File: src/rtl/cnt_pkg.sv
// Shared constants for the mod-14 counter controller: state encoding, error codes
// and the expected stop-count helper.
package cnt_pkg;

    localparam int unsigned MOD = 14;

    typedef logic [2:0] state_t;

    localparam state_t S_IDLE  = 3'd0;
    localparam state_t S_START = 3'd1;
    localparam state_t S_RUN   = 3'd2;
    localparam state_t S_STOP  = 3'd3;
    localparam state_t S_ACK   = 3'd4;
    localparam state_t S_DONE  = 3'd5;

    localparam logic [1:0] ERR_NONE = 2'd0;
    localparam logic [1:0] ERR_TGT  = 2'd1;
    localparam logic [1:0] ERR_RUN  = 2'd2;
    localparam logic [1:0] ERR_ACK  = 2'd3;

    // Stop is seen one increment late and the counter steps again on the stop edge.
    function automatic logic [3:0] expect_stop_count(input logic [3:0] tgt);
        logic [3:0] s;
        s = tgt + 4'd2;
        return (s >= 4'(MOD)) ? s - 4'(MOD) : s;
    endfunction

endpackage

File: src/rtl/cnt_timer.sv
// Loadable down-counter with a zero flag, shared by the RUN and ACK timeouts.
module cnt_timer
    import cnt_pkg::*;
#(
    parameter int unsigned W = 5
) (
    input  logic         clk,
    input  logic         rst,
    input  logic         load,
    input  logic         dec,
    input  logic [W-1:0] load_val,
    output logic         zero
);

    logic [W-1:0] cnt_q;

    always_ff @(posedge clk) begin
        if (rst) begin
            cnt_q <= '0;
        end else if (load) begin
            cnt_q <= load_val;
        end else if (dec && (cnt_q != '0)) begin
            cnt_q <= cnt_q - 1'b1;
        end
    end

    assign zero = (cnt_q == '0);

endmodule

File: src/rtl/cnt_ctrl.sv
// Command-driven start/stop controller for a companion mod-14 counter, with
// run/ack timeouts and a check of the captured stop count.
module cnt_ctrl
    import cnt_pkg::*;
#(
    parameter int unsigned RUN_TMO = 16,
    parameter int unsigned ACK_TMO = 4
) (
    input  logic       clk,
    input  logic       rst,
    input  logic       cmd_valid,
    output logic       cmd_ready,
    input  logic [3:0] cmd_target,
    input  logic [3:0] count_in,
    input  logic       stop_d2_in,
    output logic       start,
    output logic       stop,
    output logic       done,
    output logic [3:0] done_count,
    output logic       err,
    output logic [1:0] err_code
);

    localparam int unsigned TMAX = (RUN_TMO > ACK_TMO) ? RUN_TMO : ACK_TMO;
    localparam int unsigned TW   = $clog2(TMAX + 1);

    state_t     state_q, state_d;
    logic [3:0] tgt_q, tgt_d;
    logic [1:0] pend_q, pend_d;
    logic [3:0] done_count_q, done_count_d;
    logic       err_d;
    logic [1:0] err_code_d;
    logic       start_q, stop_q, done_q, err_q;
    logic [1:0] err_code_q;

    logic          tmr_load, tmr_dec, tmr_zero;
    logic [TW-1:0] tmr_load_val;

    cnt_timer #(.W(TW)) u_timer (
        .clk      (clk),
        .rst      (rst),
        .load     (tmr_load),
        .dec      (tmr_dec),
        .load_val (tmr_load_val),
        .zero     (tmr_zero)
    );

    always_comb begin
        state_d      = state_q;
        tgt_d        = tgt_q;
        pend_d       = pend_q;
        done_count_d = done_count_q;
        err_d        = 1'b0;
        err_code_d   = ERR_NONE;
        tmr_load     = 1'b0;
        tmr_dec      = 1'b0;
        tmr_load_val = '0;

        case (state_q)
            S_IDLE: begin
                pend_d = ERR_NONE;
                if (cmd_valid) begin
                    if (cmd_target <= 4'(MOD - 1)) begin
                        tgt_d   = cmd_target;
                        state_d = S_START;
                    end else begin
                        err_d      = 1'b1;
                        err_code_d = ERR_TGT;
                    end
                end
            end
            S_START: begin
                // Loaded with N-1 so the state lasts exactly N cycles before zero ends it.
                tmr_load     = 1'b1;
                tmr_load_val = TW'(RUN_TMO - 1);
                state_d      = S_RUN;
            end
            S_RUN: begin
                if (count_in == tgt_q) begin
                    state_d = S_STOP;
                end else if (tmr_zero) begin
                    state_d = S_STOP;
                    pend_d  = ERR_RUN;
                end else begin
                    tmr_dec = 1'b1;
                end
            end
            S_STOP: begin
                tmr_load     = 1'b1;
                tmr_load_val = TW'(ACK_TMO - 1);
                state_d      = S_ACK;
            end
            S_ACK: begin
                if (stop_d2_in) begin
                    done_count_d = count_in;
                    state_d      = S_DONE;
                    if ((pend_q == ERR_NONE) && (count_in != expect_stop_count(tgt_q))) begin
                        pend_d = ERR_ACK;
                    end
                end else if (tmr_zero) begin
                    state_d = S_DONE;
                    if (pend_q == ERR_NONE) begin
                        pend_d = ERR_ACK;
                    end
                end else begin
                    tmr_dec = 1'b1;
                end
            end
            S_DONE: begin
                state_d = S_IDLE;
            end
            default: begin
                state_d = S_IDLE;
            end
        endcase

        if (state_d == S_DONE) begin
            err_d      = (pend_d != ERR_NONE);
            err_code_d = pend_d;
        end
    end

    always_ff @(posedge clk) begin
        if (rst) begin
            state_q      <= S_IDLE;
            tgt_q        <= '0;
            pend_q       <= ERR_NONE;
            done_count_q <= '0;
            start_q      <= 1'b0;
            stop_q       <= 1'b0;
            done_q       <= 1'b0;
            err_q        <= 1'b0;
            err_code_q   <= ERR_NONE;
        end else begin
            state_q      <= state_d;
            tgt_q        <= tgt_d;
            pend_q       <= pend_d;
            done_count_q <= done_count_d;
            start_q      <= (state_d == S_START);
            stop_q       <= (state_d == S_STOP);
            done_q       <= (state_d == S_DONE);
            err_q        <= err_d;
            err_code_q   <= err_code_d;
        end
    end

    assign cmd_ready  = (state_q == S_IDLE);
    assign start      = start_q;
    assign stop       = stop_q;
    assign done       = done_q;
    assign done_count = done_count_q;
    assign err        = err_q;
    assign err_code   = err_code_q;

endmodule

File: config.mk
export PLATFORM = sky130hd
export DESIGN_NAME = cnt_ctrl
export DESIGN_NICKNAME = d
export VERILOG_FILES = /design/src/rtl/cnt_pkg.sv /design/src/rtl/cnt_timer.sv /design/src/rtl/cnt_ctrl.sv
export SDC_FILE = /design/constraint.sdc
export NUM_CORES = 1
export LEC_CHECK = 0
export ABC_AREA = 1
export CAP_MARGIN = 20
export CORE_MARGIN = 8
export CORE_UTILIZATION = 50
export CTS_CLUSTER_SIZE = 14
export DETAILED_ROUTE_END_ITERATION = 8
export PLACE_DENSITY = 0.76
export SLEW_MARGIN = 30
export SYNTH_ARGS = -nofsm -noshare
export SYNTH_HDL_FRONTEND = slang
export SYNTH_HIERARCHICAL = 1
export SYNTH_SLANG_ARGS = --single-unit
File: constraint.sdc
create_clock -name clk -period 2.73 [get_ports clk]
set_input_delay 0.546 -clock clk [delete_from_list [all_inputs] [get_ports clk]]
set_output_delay 0.546 -clock clk [all_outputs]
set_load 0.03 [all_outputs]
# --- After elaboration in Yosys (flattened, before gate mapping) ---
# Cells that the tools add are included.
word_totals:
  in_bits: 12
  regBits: 24
  out_inout_bits: 11
op_classes:
  eq_ne: 9
  n_addsub: 3
  reduce_logical: 11
  n_lt_le_gt_ge: 2
  mux: 31
ops:
  columns: ["cell", "count"]
  rows:
  - ["2-to-1 mux 3 bit", 6]
  - ["case mux 3 bit (5 select lines)", 1]
  - ["2-to-1 mux 2 bit", 7]
  - ["2-to-1 mux 1 bit", 11]
  - ["2-to-1 mux 5 bit", 2]
  - ["equality test 3 x 2 -> 1 bit (second input constant)", 3]
  - ["case mux 4 bit (2 select lines)", 1]
  - ["equality test 3 x 1 -> 1 bit (second input constant)", 2]
  - ["equality test 3 bit (second input constant)", 2]
  - ["case mux 2 bit (3 select lines)", 1]
  - ["zero test 5 bit", 1]
  - ["nonzero test 5 bit", 1]
  - ["subtractor 5 x 1 -> 5 bit (second input constant)", 1]
  - ["adder 4 x 2 -> 4 bit (second input constant)", 1]
  - ["equality test 4 bit", 1]
  - [">= comparator 4 bit (second input constant)", 1]
  - ["<= comparator 4 bit (second input constant)", 1]
  - ["2-to-1 mux 4 bit", 1]
  - ["!= test 4 bit", 1]
  - ["nonzero test 2 bit", 2]
  - ["subtractor 4 bit (second input constant)", 1]
  - ["zero test 3 bit", 1]
  - ["AND reduction 3 bit", 1]
  - ["logical AND 1 bit", 2]
  - ["other kinds (4)", 4]

# --- Longest topological paths before layout ---
# Gate-level depths: netlist (run 1).
depth:
  ltp_word: 10
  depth_mapped: 15

# --- By module ---
# Netlist (run 1), hierarchy kept.
by_module_without_submodules:
  columns: ["module", "instances", "seq_area_each_um2", "area_per_inst_um2", "cells_per_inst"]
  rows:
  - ["cnt_ctrl", 1, 380.4, 1008.5, 145]
  - ["cnt_timer", 1, 100.1, 347.8, 58]

# --- Least setup slack after synthesis (run 1) ---
# Ideal clock, no wire load.
synth_path:
  kind: "flip-flop to flip-flop"
  start: "reg tgt_q[1]"
  end: "reg err_q, in the netlist err"
  n_path_buf: 0
  path_slack_ns: 1.040
  path_stages_with_launch: 15
  synth_period_minus_slack_ns: 1.690
  arrival_ns: 1.576
  t_required_ns: 2.616
  path_cell_list: "dfxtp_1 -> inv_1 -> ha_1 -> nor2_1 -> nand3_1 -> nand3_1 -> nand2_1 -> nor2_1 -> nand2_1 -> nand2_1 -> nand2_1 -> nand2_1 -> nand4_1 -> nand2_1 -> nand2_1"
synth_via:
  elab_chain_len: 10
  word_cells_on_any_way: 16
  cone_classes: "2 x add/sub; 1 x order compare; 3 x eq/ne; 8 x mux; 2 x reduce/logical"
synth_rtl:
  columns: ["element", "line", "source"]
  rows:
  - ["from (decl)", "cnt_ctrl.sv:28", "logic [3:0] tgt_q, tgt_d;"]
  - ["from (signal assigned)", "cnt_ctrl.sv:136", "tgt_q <= tgt_d;"]
  - ["adder 4 x 2 -> 4 bit", "cnt_pkg.sv:24", "s = tgt + 4'd2;"]
  - ["subtractor 4 bit or >= comparator 4 bit (tied branches)", "cnt_pkg.sv:25", "return (s >= 4'(MOD)) ? s - 4'(MOD) : s;"]
  - ["2-to-1 mux 4 bit", "cnt_pkg.sv:25", null]
  - ["!= test 4 bit", "cnt_ctrl.sv:97", "if ((pend_q == ERR_NONE) && (count_in != expect_stop_count(tgt_q))) begin"]
  - ["logical AND 1 bit", "cnt_ctrl.sv:97", null]
  - ["2-to-1 mux 2 bit", "cnt_ctrl.sv:97", null]
  - ["2-to-1 mux 2 bit", "cnt_ctrl.sv:94", "if (stop_d2_in) begin"]
  - ["case mux 2 bit (3 select lines)", "cnt_ctrl.sv:59", "case (state_q)"]
  - ["nonzero test 2 bit", "cnt_ctrl.sv:118", "err_d = (pend_d != ERR_NONE);"]
  - ["2-to-1 mux 1 bit (*)", "cnt_ctrl.sv:117", "if (state_d == S_DONE) begin"]
  - ["to (signal assigned)", "cnt_ctrl.sv:142", "err_q <= err_d;"]
  - ["to (decl)", "cnt_ctrl.sv:33", "logic start_q, stop_q, done_q, err_q;"]
# Mark *: on every way between the ends. The rest lies on a longest branch, timed or not.
# A chain may end at the register's enable or synchronous reset.

# --- Worst setup path in the final report (run 1) ---
layout_path:
  start: "reg state_q[0]"
  end: "out cmd_ready"
layout_via:
  elab_chain_len: 1
layout_rtl:
  columns: ["element", "line", "source"]
  rows:
  - ["from (decl)", "cnt_ctrl.sv:27", "state_t state_q, state_d;"]
  - ["from (signal assigned)", "cnt_ctrl.sv:135", "state_q <= state_d;"]
  - ["zero test 3 bit", "cnt_ctrl.sv:147", "assign cmd_ready = (state_q == S_IDLE);"]
  - ["to (decl)", "cnt_ctrl.sv:12", "output logic cmd_ready,"]
# Every way passes these cells.

==> flow_metrics.tcl, run 1 <==
set metrics [dict create \
    n_fill_cell 252 \
    holdWs_ps 516 \
    drtAntennaViolNets 0 \
    clk_pin_slew_ps 120 \
    dpl.hpwl_mm 2.34 \
    die_h_um 68.1 \
    wl_mm 2.91 \
    drt-wirelength-per-cell_um 11.2 \
    post-cts-setup-buffers 0 \
    syn_to_final_growth_pct 22.6 \
    core-area_um2 2660 \
    cp-start-kind "flop" \
    gr-usage-all-layers_pct 14.4 \
    grt_start_max_net_pins 15 \
    hold_end "u_timer/cnt_q[0]$_SDFFE_PP0P_" \
    grt_pass1_vias 1291 \
    hold_violations 0 \
    avgSynthCellArea_um2 6.68 \
    cp_max_fo 5 \
    grt_pass1_wl_mm 5.28 \
    drt-initial-drc-count 89 \
    final_cell_mix "39 x nor2_1, 39 x nand2_1, 26 x inv_1, 24 x dfxtp_1, 22 x clkdlybuf4s50_1" \
    arrival_ps 1690 \
    clock-root-buffer "clkbuf_4" \
    fin_crit_sh_pct 82.0 \
    routabilityCongestion 0.858 \
    ff2ff_path_depth 14 \
    fmax_mhz 447 \
    power_leakage_nw 0.793 \
    synth_cell_types 30 \
    critical_path_class "reg2out" \
    ys_warn_count 6 \
    finalSetupTns_ps 0 \
    cts_buffers 3 \
    drc 0 \
    htreeDepth 1 \
    start_util_pct 50.9 \
    ys_async_sr_fraction_pct 0 \
    io_buffer_count 22 \
    tritoncts "built" \
    worstHoldPathType "reg2reg" \
    maxCapViolCount 0 \
    hold_buffers 0 \
    syn_area_um2 1360 \
    via_per_inst 4.97 \
    ys_seq_area_share_pct 35.4 \
    skew_ps 1.17 \
    peakVddDrop_uv 496 \
    rsz0062_at_grt "no" \
    status "finished, final reports clean" \
    slew_violations 0 \
    ys_seq_elements 24 \
    nets 244 \
    powerDensity_nw_per_um2 634 \
    ctsResizeCount 0 \
    grt.overflow.total 0 \
    diodes 0 \
    clockBufferDepth 2 \
    cts_sinks 24 \
    synth_edf_count 0 \
    vias 1287 \
    die_w_um 68.1 \
    r2r_start "tgt_q[1]$_SDFFE_PP0P_" \
    min_from "u_timer/cnt_q[0]$_SDFFE_PP0P_" \
    syn_nets 218 \
    antenna_found_initial 0 \
    finalSetupViolations 0 \
    min_path_cells 2 \
    endpoint_kind "output port" \
    rows 19 \
    pin_count 23 \
    required_ps 2180 \
    rr_endpoint "err$_SDFF_PP0_" \
    reg2reg_slack_ps 770 \
    synth-main-ff-cell "dfxtp_1" \
    clkLatencyLatePin_ps 310 \
    die-area_um2 4630 \
    synth_cells 203 \
    first_pass_iters 5 \
    period_minus_slack_ps 2240 \
    drive_above_1_share_pct 11.0 \
]
==> layer usage <==
metal,GRT usage [%],share of wire (%),vias to the layer above,routed length [µm]
met2,24.3,45,32,1310
met3,5.07,7.1,2,206
met5,0,0,-,0
met1,17.3,47,564,1370
met4,3.32,0.58,0,17
li1,-,-,689,-
==> layout make-up <==
class                      count  area [µm²]  share of cell area, %
clock inverter                 1        30.0                   1.81
sequential                    24         480                   28.9
timing repair buffer          23         228                   13.7
inverter                      32         123                   7.37
clock buffer                   3        22.5                   1.35
tap                           31        38.8                   2.33
multi-input combinational    145         741                   44.5
==> kinds of logic (layout without fill, tap and decap cells) <==
kind of cell               Yosys count  in the layout  synth area share (%)
adders and majority gates            3              3                  2.77
AOI/OAI and AO/OA                   25             25                  10.2
DFF                                 24             24                  35.4
other                                1              1                 0.276
buffers and inverters               34             59                  9.96
and+or+nand+nor                    112            112                  38.7
xor gates and xnor gates             4              4                  2.58
==> report_power, final <==
group	leakage, nW	total [mW]	internal, mW	switching (mW)
combinational	0.569	0.385	0.142	0.243
clock	0.0279	0.251	0.148	0.103
sequential	0.196	0.418	0.387	0.0312
total	0.793	1.05	0.677	0.377
==> flip-flops by register name, indices dropped and copies added (netlist names) <==
| name | flops |
|---|---|
| tgt_q | 4 |
| state_q | 3 |
| u_timer/cnt_q | 5 |
| start | 1 |
| done_count | 4 |
| pend_q | 2 |
| err_code | 2 |
| stop | 1 |
| done | 1 |
| err | 1 |
==> worst max-delay path, cell delays in order (launching register included) <==
cell and delay [ps]:
dfxtp_1 380, nor2_1 140, inv_2 70, nor2_4 110, clkdlybuf4s50_1 680
==> through the flow <==
step                      cell area (µm²)  total power, mW  worst slack (ps)  std cells  util [%]
final                                1660             1.05               492        259      62.5
after global routing                 1660             1.14               412        259      62.5
after CTS                            1660             1.06               482        259      62.5
after detailed placement             1610            0.807               536        255      60.5
after global placement               1610            0.801               603        255      60.5
after floorplan                      1360            0.714              1040        203         -
==> cells in the mapped netlist (2+ instances only) <==
master   number  area, µm²
nand2_1      39        146
nor2_1       39        146
inv_1        26       97.6
dfxtp_1      24        480
nand3_1      15       75.1
o21ai_0      11       55.1
a21oi_1       8       40.0
inv_2         5       18.8
nand4_1       4       25.0
nor2_2        4       25.0
ha_1          3       37.5
a21oi_2       2       17.5
nor2_4        2       22.5
nor3_1        2       10.0
nor3_2        2       20.0
xnor2_1       2       17.5
xor2_1        2       17.5
==> how the worst max path moves through the flow <==
stage | startpoint | endpoint | slack (ps) | cells after the start
after floorplan | tgt_q[1]$_SDFFE_PP0P_ | err$_SDFF_PP0_ | 1040 | 14
after global placement | count_in[3] | u_timer/cnt_q[1]$_SDFFE_PP0P_ | 600 | 9
after detailed placement | count_in[3] | u_timer/cnt_q[1]$_SDFFE_PP0P_ | 540 | 9
after CTS | state_q[0]$_SDFF_PP0_ | cmd_ready | 480 | 4
after global routing | state_q[0]$_SDFF_PP0_ | cmd_ready | 410 | 4
final | state_q[0]$_SDFF_PP0_ | cmd_ready | 490 | 4
(Power assumes the default switching activity.)
==> run 2, diff against run 1 <==
clock period = 2.33 ns   (was 2.73 ns; I/O delays follow)
==> run 2 against run 1 <==
- power rose by 4.6%
- via count fell by 2.5%
- hold slack improved by 12 ps
- setup slack got worse by 310 ps
- die area did not move
- critical path depth did not move
- sequential power rose by 17%
- core utilization fell by 1.1 points
- global-route usage fell by 1.2 points
- cell area fell by 1.8%
- combinational power rose by 16%
- clock skew rose by 0.84 ps
- highest routed layer unchanged
==> flow_metrics.tcl, run 2 (synthesized netlist as in run 1, its figures left out) <==
set metrics [dict create \
    clkLatencyLatePin_ps 300 \
    largest_reg_flops 5 \
    wl_met3_um 146 \
    top_layer_used "met4" \
    drt-initial-drc-count 99 \
    skew_ps 2.01 \
    drt-wirelength-per-cell_um 10.7 \
    place_inst 255 \
    period_minus_slack_ps 2150 \
    routabilityCongestion 0.878 \
    nets 244 \
    arrival_ps 1680 \
    power_leakage_nw 0.779 \
    critical_path_class "reg2out" \
    powerDensity_nw_per_um2 675 \
    rows 19 \
    wl_met2_mm 1.11 \
    hold_buffers 0 \
    final_cell_mix "39 x nor2_1, 39 x nand2_1, 26 x inv_1, 24 x dfxtp_1, 22 x clkdlybuf4s50_1" \
    grt.overflow.total 0 \
    ff2ff_path_depth 14 \
    gr-usage-all-layers_pct 13.2 \
    grt_start_max_net_pins 13 \
    core-area_um2 2660 \
    cts_buffers 3 \
    pwr-share-seq_pct 44.2 \
    internal_power_mw 0.679 \
    finalSetupTns_ps 0 \
    first_pass_iters 4 \
    holdWs_ps 528 \
    routedLengthMet1_mm 1.48 \
    pin_count 23 \
    pwr-share-clk_pct 15.3 \
    drtAntennaViolNets 0 \
    stdcell_area_um2 1630 \
    power_switching_mw 0.423 \
    via_per_inst 4.86 \
    fin_util_pct 61.3 \
    n_fill_cell 271 \
    worstHoldPathType "reg2reg" \
    drive_above_1_share_pct 10.6 \
    final_cell_count_no_fill 258 \
    io_buffer_count 22 \
    grt_pass1_vias 1164 \
    endpoint_kind "output port" \
    die-area_um2 4630 \
    fmax_mhz 465 \
    start_util_pct 50.9 \
    diodes 0 \
    slew_violations 0 \
    cp_max_fo 5 \
    dpl_cell_area_um2 1610 \
    die_h_um 68.1 \
    place_ws_ps 239 \
    drc 0 \
    power.share.switching_pct 38.4 \
    status "finished, final reports clean" \
    cp-start-kind "flop" \
    multiInputGateArea_um2 741 \
    htreeDepth 1 \
    seqCellArea_um2 480 \
    top_register "u_timer/cnt_q" \
    antenna_found_initial 0 \
    rsz0062_at_grt "no" \
    peakVddDrop_uv 454 \
    finalPower_mw 1.10 \
    clockBufferDepth 2 \
    worst_slack_ps 181 \
    vias 1255 \
    post-cts-setup-buffers 0 \
    fin_crit_sh_pct 92.2 \
    ctsResizeCount 0 \
    required_ps 1860 \
    maxCapViolCount 0 \
    min_path_cells 2 \
    finalSetupViolations 0 \
    wl_mm 2.76 \
    clock-root-buffer "clkbuf_4" \
    hold_violations 0 \
    dpl.hpwl_mm 2.25 \
    grt_pass1_wl_mm 4.86 \
    tritoncts "built" \
    clk_pin_slew_ps 110 \
    power_frac_comb_pct 40.4 \
    cts_sinks 24 \
    die_w_um 68.1 \
    syn_to_final_growth_pct 20.4 \
]
==> run 2: changes by cell type in the layout (fill, tap and decap cells not counted) <==
cell,change
bufinv_16,-1
==> run 2: worst paths after layout <==
path                              startpoint                         end  slack, ps
setup / recovery       state_q[0]$_SDFF_PP0_                   cmd_ready        180
hold / removal    done_count[0]$_SDFFE_PP0P_  done_count[0]$_SDFFE_PP0P_        530
setup reg to reg       tgt_q[1]$_SDFFE_PP0P_              err$_SDFF_PP0_        360
hold reg to reg   done_count[0]$_SDFFE_PP0P_  done_count[0]$_SDFFE_PP0P_        530
==> run 2: layer usage <==
metal / vias up / GRT usage (%)
met3: 4 / 3.11
met2: 24 / 19.7
met5: - / 0
met4: 0 / 4.60
li1: 687 / -
met1: 540 / 18.3
==> run 2: area by class of cell <==
class,count,share of cell area [%]
Sequential cell,24,29.4
Timing Repair Buffer,23,13.9
Multi-Input combinational cell,145,45.4
Clock buffer,3,1.38
Inverter,32,7.51
Tap cell,31,2.38
==> run 2: worst max-delay path: stages, from the launching register on <==
cell	delay, ps
dfxtp_1	370
nor2_1	140
inv_2	70
nor2_4	120
clkdlybuf4s50_1	680
==> run 2: power groups by stage <==
stage | clock network (mW) | logic [mW] | registers, mW
after floorplan | 0 | 0.335 | 0.502
after global placement | 0 | 0.443 | 0.496
after detailed placement | 0 | 0.445 | 0.497
after CTS | 0.184 | 0.447 | 0.488
after global routing | 0.196 | 0.510 | 0.495
final | 0.169 | 0.445 | 0.488
==> run 3, diff against run 2 <==
SKIP_LAST_GASP = 1   (was not set)
==> results of run 3 <==
Final layout, timing and power as in run 2 (identical DEF).
